**config.mk**
```make
export PLATFORM = sky130hd
export DESIGN_NAME = debouncer
export DESIGN_NICKNAME = d
export VERILOG_FILES = /design/src/rtl/debouncer.sv
export SDC_FILE = /design/constraint.sdc
export NUM_CORES = 1
export LEC_CHECK = 0
export CAP_MARGIN = 30
export CORE_ASPECT_RATIO = 1.2
export CORE_MARGIN = 4
export CORE_UTILIZATION = 35
export DETAILED_ROUTE_END_ITERATION = 10
export SYNTH_ARGS = -nofsm -noshare
export SYNTH_HDL_FRONTEND = slang
export SYNTH_SLANG_ARGS = --single-unit
```
**constraint.sdc**
```tcl
create_clock -name clock -period 2.3 [get_ports clock]
set_clock_uncertainty 0.1 [all_clocks]
set_input_delay 0.345 -clock clock [delete_from_list [all_inputs] [get_ports clock]]
set_output_delay 0.345 -clock clock [all_outputs]
set_load 0.005 [all_outputs]
```
**src/rtl/debouncer.sv**
```systemverilog
// Debouncer: synchronises a raw input and only changes z after N_STABLE identical samples.
// Define DEBOUNCER_SYNC2_EN to insert a second synchroniser flop for asynchronous pins.
module debouncer #(
    parameter int N_STABLE = 4,
    parameter int CNT_W    = 8
) (
    input  logic clock,
    input  logic reset_,
    input  logic x,
    output logic z,
    output logic z_rise,
    output logic z_fall,
    output logic stable
);

    typedef enum logic [1:0] {
        S_LOW       = 2'd0,
        S_WAIT_HIGH = 2'd1,
        S_HIGH      = 2'd2,
        S_WAIT_LOW  = 2'd3
    } state_t;

    localparam logic [CNT_W-1:0] LAST_CNT = CNT_W'(N_STABLE - 1);

    state_t           r_state;
    logic [CNT_W-1:0] r_cnt;
    logic             r_xs;

    generate
        if (N_STABLE < 2 || N_STABLE > (2 ** CNT_W) - 1) begin : g_bad_n_stable
            $error("debouncer: N_STABLE=%0d out of range for CNT_W=%0d", N_STABLE, CNT_W);
        end
    endgenerate

`ifdef DEBOUNCER_SYNC2_EN
    logic r_s1;

    always_ff @(posedge clock) begin
        if (!reset_) begin
            r_s1 <= 1'b0;
            r_xs <= 1'b0;
        end else begin
            r_s1 <= x;
            r_xs <= r_s1;
        end
    end
`else
    always_ff @(posedge clock) begin
        if (!reset_) begin
            r_xs <= 1'b0;
        end else begin
            r_xs <= x;
        end
    end
`endif

    // Strobes default low every cycle so each commit yields exactly one pulse.
    always_ff @(posedge clock) begin
        if (!reset_) begin
            r_state <= S_LOW;
            r_cnt   <= '0;
            z       <= 1'b0;
            z_rise  <= 1'b0;
            z_fall  <= 1'b0;
            stable  <= 1'b1;
        end else begin
            z_rise <= 1'b0;
            z_fall <= 1'b0;
            case (r_state)
                S_LOW: begin
                    if (r_xs) begin
                        r_state <= S_WAIT_HIGH;
                        r_cnt   <= CNT_W'(1);
                        stable  <= 1'b0;
                    end else begin
                        r_cnt  <= '0;
                        stable <= 1'b1;
                    end
                end
                S_WAIT_HIGH: begin
                    if (!r_xs) begin
                        r_state <= S_LOW;
                        r_cnt   <= '0;
                        stable  <= 1'b1;
                    end else if (r_cnt == LAST_CNT) begin
                        r_state <= S_HIGH;
                        r_cnt   <= '0;
                        z       <= 1'b1;
                        z_rise  <= 1'b1;
                        stable  <= 1'b1;
                    end else begin
                        r_cnt <= r_cnt + CNT_W'(1);
                    end
                end
                S_HIGH: begin
                    if (!r_xs) begin
                        r_state <= S_WAIT_LOW;
                        r_cnt   <= CNT_W'(1);
                        stable  <= 1'b0;
                    end else begin
                        r_cnt  <= '0;
                        stable <= 1'b1;
                    end
                end
                S_WAIT_LOW: begin
                    if (r_xs) begin
                        r_state <= S_HIGH;
                        r_cnt   <= '0;
                        stable  <= 1'b1;
                    end else if (r_cnt == LAST_CNT) begin
                        r_state <= S_LOW;
                        r_cnt   <= '0;
                        z       <= 1'b0;
                        z_fall  <= 1'b1;
                        stable  <= 1'b1;
                    end else begin
                        r_cnt <= r_cnt + CNT_W'(1);
                    end
                end
                default: begin
                    r_state <= S_LOW;
                    r_cnt   <= '0;
                    z       <= 1'b0;
                    stable  <= 1'b1;
                end
            endcase
        end
    end

endmodule

```
==> results.ini <==
[global_route]
grt_pass1_wl_um=1910
grt_pass1_vias=464
grt_max_degree=9
grt_overflow=0
grtUsageTotal_pct=10.8
antenna_found_initial=0

[floorplan]
die_w_um=46.6
rows=16
core_area_um2=1660
initial_core_util_pct=37.6
die-area_um2=2530
ios=7
die_h_um=54.3

[detailed_routing]
avgViaCountPerCell=5.51
wirelength_um=1090
vias=496
dr.pass1.iters=2
drtAntennaViolNets=0
first_iter_violations=1
drc_errors=0
wire_per_inst_um=12.1

[sta]
clock.fmax_mhz=638
final.setup.tns_ns=0
drv_slew=0
setup_violations=0
slew_headroom_pct=60.7
rsz0062_at_grt=no
worstMarginPinSlew_ns=0.587
post-route-min-period_ns=1.57
finalHoldViolCount=0
finalCritPeriodShare_pct=68.2

[yosys]
avgSynthCellArea_um2=10.1
synth_fp_nets=66
synthesis.area_um2=624
ys_seq_area_share_pct=48.1
ys_warn_count=0
synth.distinct_cells=27
ys_ff_latch=15
synth_cells=62

[worst_setup_path]
r2r_start=r_cnt[0]
endpoint_kind=register
critPathKind=reg -> reg
required_ns=2.38
start_kind=register
reg2reg_to=z
crit_start=r_cnt[0]
cp_max_fo=7
crit_arrival_ns=1.65
endpoint=z
reg2regPathDepth=4
r2r_setup_slack_ns=0.73

[clocking]
hold_buffers=0
clock_path_buffers=2
cts_tree=built
cts_resized=0
root_buffer=clkbuf_4
clkTransAtPathRegs_ns=0.08
h-tree-depth=1
cts-buffers-inserted=3
clk_latency_ns=0.28
postCtsSetupBuffers=0
numClockSinks=15

[final_layout]
fillers=179
n_antenna_cell=0
drive_gt1_share_pct=15.3
regArea_um2=300
syn_to_final_growth_pct=17.4
final_common_cell=dfxtp_1
final_cell_mix=15 x dfxtp_1, 6 x clkdlybuf4s50_1, 4 x o21ai_0, 4 x nor2_1
num-nets-final=77
multi_input_area_um2=320

[placement]
io_buffers=6
place_congestion=0.715

[run]
drv_cap=0

[power_and_ir_drop]
p_leak_uw=0.000256
p_per_area_nw_per_um2=578
peakVddDrop_mv=0.318
power_uw=424

[min_path]
hold_path.class=reg -> reg

[status]
outcome=complete, no violations

[layer usage]
metal  track usage, %  vias to the layer above  part of all wire, %
met3             1.97                        5                  2.6
met1             13.2                      234                   46
met5                0                        -                    0
met2             16.3                        6                   47
met4             8.53                        0                  3.3
li1                 -                      251                    -
[power breakdown]
| group | total, uW | internal, uW | switching, uW |
|---|---|---|---|
| Combinational | 12.8 | 7.64 | 5.12 |
| Sequential | 265 | 263 | 2.40 |
| Clock | 146 | 67.4 | 78.6 |
[cell type report]
| cell class | instances | share of cell area [%] |
|---|---|---|
| clock buffer | 4 | 3.58 |
| sequential | 15 | 41.0 |
| multi-input combinational | 46 | 43.7 |
| inverter | 1 | 0.512 |
| tap | 18 | 3.07 |
| timing repair buffer | 6 | 8.19 |
[worst max-delay path, stage by stage, from the launching register on]
cell,delay [ns]
dfxtp_1,0.34
ha_1,0.29
and4bb_2,0.30
and2_1,0.20
a31o_2,0.25
[worst min-delay path by stage]
stage          depth (start not counted)  endpoint       start
4_1_cts                                1  r_cnt[0]  r_state[0]
5_1_grt                                1  r_cnt[0]  r_state[0]
2_1_floorplan                          1  r_cnt[0]  r_state[0]
3_3_place_gp                           2  register        r_xs
3_5_place_dp                           1  r_cnt[0]  r_state[0]
6_report                               1  r_cnt[0]  r_state[0]
[cell usage after synthesis, drive strengths merged]
| library cell | instances | area (um^2) |
|---|---|---|
| and3 | 3 | 18.8 |
| nor3 | 2 | 10.0 |
| nor2b | 2 | 12.5 |
| nand2 | 3 | 11.3 |
| a31o | 3 | 26.3 |
| nor4 | 1 | 21.3 |
| ha | 1 | 12.5 |
| nand4 | 1 | 6.26 |
| dfxtp | 15 | 300 |
| o21ai | 4 | 20.0 |
| xor2 | 2 | 17.5 |
| inv | 1 | 3.75 |
| or3 | 3 | 18.8 |
| a21oi | 1 | 5.00 |
| a21o | 1 | 7.51 |
| and4bb | 1 | 12.5 |
| and2 | 2 | 12.5 |
| a21boi | 1 | 7.51 |
| nand3 | 4 | 25.0 |
| a31oi | 1 | 6.26 |
| a211oi | 3 | 27.5 |
| nor2 | 4 | 15.0 |
| a21bo | 1 | 10.0 |
| xnor2 | 1 | 8.76 |
| o211ai | 1 | 7.51 |
[state kept, by name (all words and copies together) (netlist names), named ones only]
register and flops:
z_rise 1, r_state 1, z_fall 1, z 1
r_xs 1, stable 1, r_cnt 8
[cell families after synthesis]
group                    Yosys count  synth area share (%)
XOR/XNOR                           3                  4.21
AO/OA/AOI/OAI                     16                  18.8
adder cells (fa/ha/maj)            1                  2.00
buffers and inverters              1                 0.601
AND/OR/NAND/NOR                   26                  26.3
flip-flops                        15                  48.1
[stage by stage]
stage	worst slack, ns	area [um^2]	cells	utilization [%]	hold WS, ns
finish	0.732	733	90	44.1	0.391
global route	0.671	733	90	44.1	0.437
CTS	0.719	733	90	44.1	0.399
detailed placement	0.567	707	86	42.5	0.374
global placement	0.644	707	86	42.5	0.389
floorplan	0.842	624	62	-	0.343
Power figures use the tool's default switching activity.
